$ cat config.mk
export PLATFORM = sky130hd
export DESIGN_NAME = pipeline_controller
export DESIGN_NICKNAME = d
export VERILOG_FILES = /design/src/rtl/pipeline_controller.sv
export SDC_FILE = /design/constraint.sdc
export NUM_CORES = 1
export LEC_CHECK = 0
export CAP_MARGIN = 20
export CELL_PAD_IN_SITES_DETAIL_PLACEMENT = 0
export CELL_PAD_IN_SITES_GLOBAL_PLACEMENT = 1
export CORE_MARGIN = 2
export CORE_UTILIZATION = 42
export CTS_CLUSTER_SIZE = 28
export DETAILED_ROUTE_END_ITERATION = 16
export DONT_BUFFER_PORTS = 1
export PLACE_DENSITY_LB_ADDON = 0.1
export RECOVER_POWER = 50
export SYNTH_ARGS = -nofsm -noshare
export SYNTH_HDL_FRONTEND = slang
export SYNTH_SLANG_ARGS = --single-unit
export TNS_END_PERCENT = 10
$ cat constraint.sdc
create_clock -name clk -period 1.64 [get_ports clk]
set_input_delay 0.246 -clock clk [delete_from_list [all_inputs] [get_ports clk]]
set_output_delay 0.246 -clock clk [all_outputs]
set_load 0.01 [all_outputs]
$ cat src/rtl/pipeline_controller.sv
`default_nettype none
// +--------------------------------------------------------------------------+
// | pipeline_controller : IF-stage control (init, stall, jump flush, halt)   |
// | Revision 1.0                                                             |
// +--------------------------------------------------------------------------+
module pipeline_controller #(
  parameter int LOAD_STALL = 2
) (
  input  logic       clk,
  input  logic       rst,
  input  logic [2:0] opcode_if,
  input  logic [2:0] operand_if,
  input  logic       ext_stall,
  input  logic       resume,
  output logic       init_regs,
  output logic [2:0] init_addr,
  output logic       halt_if,
  output logic       flush_if,
  output logic       pc_load,
  output logic [2:0] pc_target,
  output logic       halted
);

  localparam logic [2:0] c_st_init      = 3'd0;
  localparam logic [2:0] c_st_run       = 3'd1;
  localparam logic [2:0] c_st_load_wait = 3'd2;
  localparam logic [2:0] c_st_flush     = 3'd3;
  localparam logic [2:0] c_st_halted    = 3'd4;

  localparam logic [2:0] c_op_load = 3'b101;
  localparam logic [2:0] c_op_jump = 3'b110;
  localparam logic [2:0] c_op_halt = 3'b111;

  localparam int         c_stall_clamped = (LOAD_STALL < 1) ? 1 :
                                           (LOAD_STALL > 7) ? 7 : LOAD_STALL;
  localparam logic [2:0] c_load_stall    = 3'(c_stall_clamped);

  logic [2:0] r_state;
  logic [2:0] r_init_cnt;
  logic [2:0] r_stall_cnt;

  logic [2:0] w_state;
  logic [2:0] w_init_cnt;
  logic [2:0] w_state_nxt;
  logic [2:0] w_init_nxt;
  logic [2:0] w_stall_nxt;

  // Reset overrides the registered view so outputs never expose pre-reset state.
  assign w_state    = rst ? c_st_init : r_state;
  assign w_init_cnt = rst ? 3'd0      : r_init_cnt;

  always_comb begin
    w_state_nxt = r_state;
    w_init_nxt  = r_init_cnt;
    w_stall_nxt = r_stall_cnt;
    case (r_state)
      c_st_init: begin
        if (r_init_cnt == 3'd7) begin
          w_state_nxt = c_st_run;
          w_init_nxt  = 3'd0;
        end else begin
          w_init_nxt  = r_init_cnt + 3'd1;
        end
      end
      c_st_run: begin
        if (!ext_stall) begin
          case (opcode_if)
            c_op_halt: w_state_nxt = c_st_halted;
            c_op_jump: w_state_nxt = c_st_flush;
            c_op_load: begin
              w_state_nxt = c_st_load_wait;
              w_stall_nxt = c_load_stall;
            end
            default:   w_state_nxt = c_st_run;
          endcase
        end
      end
      c_st_load_wait: begin
        if (!ext_stall) begin
          if (r_stall_cnt <= 3'd1) begin
            w_state_nxt = c_st_run;
            w_stall_nxt = 3'd0;
          end else begin
            w_stall_nxt = r_stall_cnt - 3'd1;
          end
        end
      end
      c_st_flush:  w_state_nxt = c_st_run;
      c_st_halted: if (resume) w_state_nxt = c_st_run;
      default: begin
        w_state_nxt = c_st_init;
        w_init_nxt  = 3'd0;
        w_stall_nxt = 3'd0;
      end
    endcase
  end

  always_ff @(posedge clk) begin
    if (rst) begin
      r_state     <= c_st_init;
      r_init_cnt  <= 3'd0;
      r_stall_cnt <= 3'd0;
    end else begin
      r_state     <= w_state_nxt;
      r_init_cnt  <= w_init_nxt;
      r_stall_cnt <= w_stall_nxt;
    end
  end

  assign pc_target = operand_if;

  always_comb begin
    init_regs = 1'b0;
    init_addr = 3'd0;
    halt_if   = 1'b0;
    flush_if  = 1'b0;
    pc_load   = 1'b0;
    halted    = 1'b0;
    case (w_state)
      c_st_init: begin
        init_regs = 1'b1;
        init_addr = w_init_cnt;
      end
      c_st_run: begin
        if (ext_stall) begin
          halt_if = 1'b1;
        end else if (opcode_if == c_op_halt) begin
          halt_if = 1'b1;
        end else if (opcode_if == c_op_jump) begin
          pc_load = 1'b1;
        end
      end
      c_st_load_wait: halt_if = 1'b1;
      c_st_flush: begin
        flush_if = 1'b1;
        halt_if  = ext_stall;
      end
      c_st_halted: begin
        halted  = 1'b1;
        halt_if = 1'b1;
      end
      default: ;
    endcase
  end

endmodule
`default_nettype wire

* After elaboration in Yosys (flattened, before gate mapping)
Cells that the tools add are included.
Storage, ports and cells: register bits after elaboration 9, output and inout bits 11, word-level logic and storage cells 59
Cells by class: $add $sub $neg 2, magnitude comparators 1, equality and inequality tests 18, multiplexer cells 27, bitwise logic cells 1, reductions and logical operators 7
Operator list (number):
- 3-bit 2-to-1 mux | 13
- 3-bit == test (second input constant) | 6
- 3-bit case mux with 3 select lines | 2
- 3-bit case mux with 5 select lines | 1
- 3-bit by 2-bit == test with 1-bit output (second input constant) | 4
- 2-bit != test (second input constant) | 6
- 1-bit 2-to-1 mux | 9
- 3-bit by 1-bit == test with 1-bit output (second input constant) | 2
- 3-bit logical NOT | 2
- 3-bit case mux with 2 select lines | 1
- 5-bit AND reduction | 1
- 4-bit AND reduction | 1
- 4-bit OR reduction | 1
- 3-bit by 1-bit adder with 3-bit output (second input constant) | 1
- 3-bit by 1-bit less-or-equal comparator with 1-bit output (second input constant) | 1
- 1-bit case mux with 3 select lines | 1
- 3-bit OR reduction | 1
- 3-bit by 1-bit subtractor with 3-bit output (second input constant) | 1
- 2-bit OR reduction | 1
- 1-bit inverter | 1

* Logic depth before layout (Yosys ltp)
depth after elaboration 5, gate-level depth with buffers 6, depth with buffers taken out 6

* Worst setup path before layout
Ideal clock, no wire load.
kind register to register, start point reg r_stall_cnt[1], end point reg r_stall_cnt[0], setup time 0.070 ns, arrival 1.404 ns, required time 1.570 ns, setup slack 0.166 ns, cell stages (with the launch flop) 7, path buffers 0, period minus slack after synthesis 1.474 ns, cell sequence dfxtp_1 inv_1 ha_1 o21bai_1 nor2b_1 or4b_1 a21oi_1
Between the ends: cells in the longest elaborated chain, start to end 4
Ends and longest elaborated chain:
- start: declaration | line 40 | logic [2:0] r_stall_cnt;
- start signal: assignment | line 106 | r_stall_cnt <= w_stall_nxt;
- 3-bit by 1-bit less-or-equal comparator with 1-bit output | line 80 | if (r_stall_cnt <= 3'd1) begin
- 3-bit 2-to-1 mux | line 80
- 3-bit 2-to-1 mux | line 79 | if (!ext_stall) begin
- 3-bit case mux with 3 select lines | line 56 | case (r_state)
No other way between the ends. The select of a mux whose other input is x is not followed. A chain may end at the register's enable or synchronous reset.

* Worst setup path after layout
start point reg r_state[0], end point out init_addr[2]
Between the ends: cells in the longest elaborated chain, start to end 3
Ends and longest elaborated chain:
- start: declaration | line 38 | logic [2:0] r_state;
- start signal: assignment | line 100 | r_state <= c_st_init;
- start signal: assignment | line 104 | r_state <= w_state_nxt;
- 3-bit 2-to-1 mux | line 49 | assign w_state = rst ? c_st_init : r_state;
- 3-bit logical NOT | line 119 | case (w_state)
- 3-bit 2-to-1 mux | line 119
- end: declaration | line 16 | output logic [2:0] init_addr,
No other way between the ends.

==> summary.md <==
| Metric | Value |
|---|---|
| Status | `complete, no violations` |
| Actual slew at the worst max-slew pin | `0.3889 ns` |
| Syn nets | `103` |
| FMAX | `0.6327 GHz` |
| Period utilization | `96.38%` |
| Worst EP arrival | `1.33 ns` |
| Final hold viol count | `0` |
| Worst slack at placement | `0.09450 ns` |
| Clk_skew | `0.005280 ns` |
| Total chip power | `0.4508 mW` |
| Crit-path max FO | `7` |
| Routed Antenna Nets | `0` |
| Post-detail-place hpwl | `1078 µm` |
| CTS tree | `built` |
| RSZ-0062 raised after global routing | `yes` |
| 1st-iter DRT viols | `9` |
| Rel. slew slack | `74.05%` |
| Lkg Pwr | `0.3045 nW` |
| DRT Pass-1 Iters | `4` |
| Final worst slack | `0.05940 ns` |
| Final core utilization | `51.07%` |
| CTS sink cnt | `9` |
| RePlAce Congestion | `0.8103` |
| Die ar. | `1995 µm²` |
| Wire per inst | `13.91 µm` |
| Syn-to-layout area delta | `12.07%` |
| Period minus WS final | `1.581 ns` |
| Worst-skew pair later-pin latency | `0.27 ns` |
| Vias in the first global route | `574` |
| TritonCTS Buffers | `3` |
| Post-synth ARST share | `0%` |
| Initial antenna violation count | `0` |
| Power Density | `579.2 nW/µm²` |
| Clock root cell | `clkbuf_4` |
| # setup viols final | `0` |
| Die width | `44.66 µm` |
| CTS max path bufs | `2` |
| Initial core utilization | `45.57%` |
| Critical Path End Type | `output port` |
| Max Cap Viol | `0` |
| DR DRC count | `0` |
| Syn Std Cell Area | `694.4 µm²` |
| H-tree depth | `1` |
| Vias per std cell | `5.783` |
| Final Max Tran Viols | `0` |
| Post-synthesis sequential area ratio | `25.95%` |
| Worst Path Required | `1.39 ns` |
| Layout Nets | `105` |
| # port buffers | `0` |
| FP Rows | `14` |
| Vias | `613` |
| Share of cells above drive strength 1 | `24.44%` |
| Kind of critical path | `flop to output port` |
| Netlist cell types | `34` |
| Grt ovf | `0` |
| Die Y-Extent | `44.66 µm` |
| GRT Util Overall | `17.27%` |
| Clk slew on worst S/H paths | `0.06 ns` |
| I/O Pins | `21` |
| Mean Syn Cell Area | `7.802 µm²` |
| Leading cell type in the layout, fill and taps excluded | `nor2_1` |
| Ys flop type | `dfxtp_1` |
| Peak VDD IR | `0.0004579 V` |
| Commonest non-fill, non-tap cells in the layout | `9 x nor2_1, 8 x nand2_1, 7 x dfxtp_1` |
| Largest net degree at the start of global routing | `14` |
| Yosys reg bits | `9` |
| Cells on worst reg2reg path | `6` |
| CORE AREA | `1524 µm²` |
| First-pass GRT wire length | `2470 µm` |
| Worst Setup Start Kind | `flop` |
| Synth Warn # | `0` |
| Worst min path class | `input pin to flop` |
| ANT cells | `0` |
| Hold path cells | `1` |
| Routed WL | `1474 µm` |
| Post-synth EDFFs | `0` |
| Gate Count Post-Synth | `89` |
-- cells in the mapped netlist, types with 2 or more instances --
master / number / area share, %
nor2_1: 11 / 5.9
dfxtp_1: 9 / 26
nand2_1: 8 / 4.3
nand2b_1: 5 / 4.5
nor3_1: 5 / 3.6
a21oi_1: 4 / 2.9
buf_4: 4 / 4.3
ha_1: 4 / 7.2
a22oi_1: 3 / 3.2
and2_1: 3 / 2.7
inv_1: 3 / 1.6
mux2i_1: 3 / 4.3
nand3_1: 3 / 2.2
clkbuf_1: 2 / 1.1
nand3b_1: 2 / 2.2
or2_1: 2 / 1.8
-- cell families (layout without fill, tap and decap cells) --
family | Yosys count | after routing | synth area share (%)
AO/OA/AOI/OAI | 15 | 15 | 15.32
XOR/XNOR | 2 | 2 | 2.523
adder cells (fa/ha/maj) | 4 | 4 | 7.207
buffers and inverters | 10 | 11 | 7.748
flip-flops | 9 | 9 | 25.95
multiplexers | 3 | 3 | 4.324
AND/OR/NAND/NOR | 46 | 46 | 36.94
-- stage by stage --
step	area, µm²	setup TNS [ns]	hold slack, ns	instances
6_report	778.2	0	0.02856	106
5_1_grt	778.2	-0.02840	0.01197	106
4_1_cts	740.7	-0.002695	0.02360	106
3_5_place_dp	694.4	0	0.3188	101
3_3_place_gp	694.4	0	0.3171	101
2_1_floorplan	694.4	0	0.3965	89
-- where the power goes --
part	switching, mW	leakage [nW]	internal [mW]
combinational	0.0184	0.215	0.0251
sequential	0.00639	0.0747	0.223
clock	0.0836	0.0150	0.0941
-- area by class of cell --
cell class / instances / area, µm²
Clock buffer: 4 / 26.28
Fill cell: 155 / 745.7
Inverter: 3 / 11.26
Multi-Input combinational cell: 70 / 503.0
Sequential cell: 9 / 187.7
Tap cell: 16 / 20.02
Timing Repair Buffer: 4 / 30.03
-- state kept, by name, summed over array words and instances (netlist names) --
register     cells
r_init_cnt       3
r_stall_cnt      3
r_state          3
-- critical path, cell delays in order, from the launching register on --
cell,delay (ns)
dfxtp_4,0.37
or2_4,0.29
nor3_4,0.21
and2_4,0.19
-- routing by layer --
metal / vias up / share of wire, % / global-route usage, %
li1: 310 / - / -
met1: 282 / 47 / 22.58
met2: 19 / 46 / 24.93
met3: 2 / 6.8 / 6.939
met4: 0 / 0.95 / 7.273
met5: - / 0 / 0
-- final timing paths --
| check | startpoint | endpoint | slack [ns] |
|---|---|---|---|
| max | r_state[0] | init_addr[2] | 0.06 |
| max reg2reg | r_stall_cnt[1] | r_stall_cnt[0] | 0.08 |
| min | rst | r_stall_cnt[0] | 0.03 |
| min reg2reg | r_stall_cnt[2] | r_stall_cnt[2] | 0.51 |
-- timing repair --
item	4_1_cts	5_1_grt
resized for setup	5	10
hold buffers	0	0
pin swaps	1	5
setup buffers	1	0
setup endpoints to repair	6	7
(Power assumes the default switching activity.)
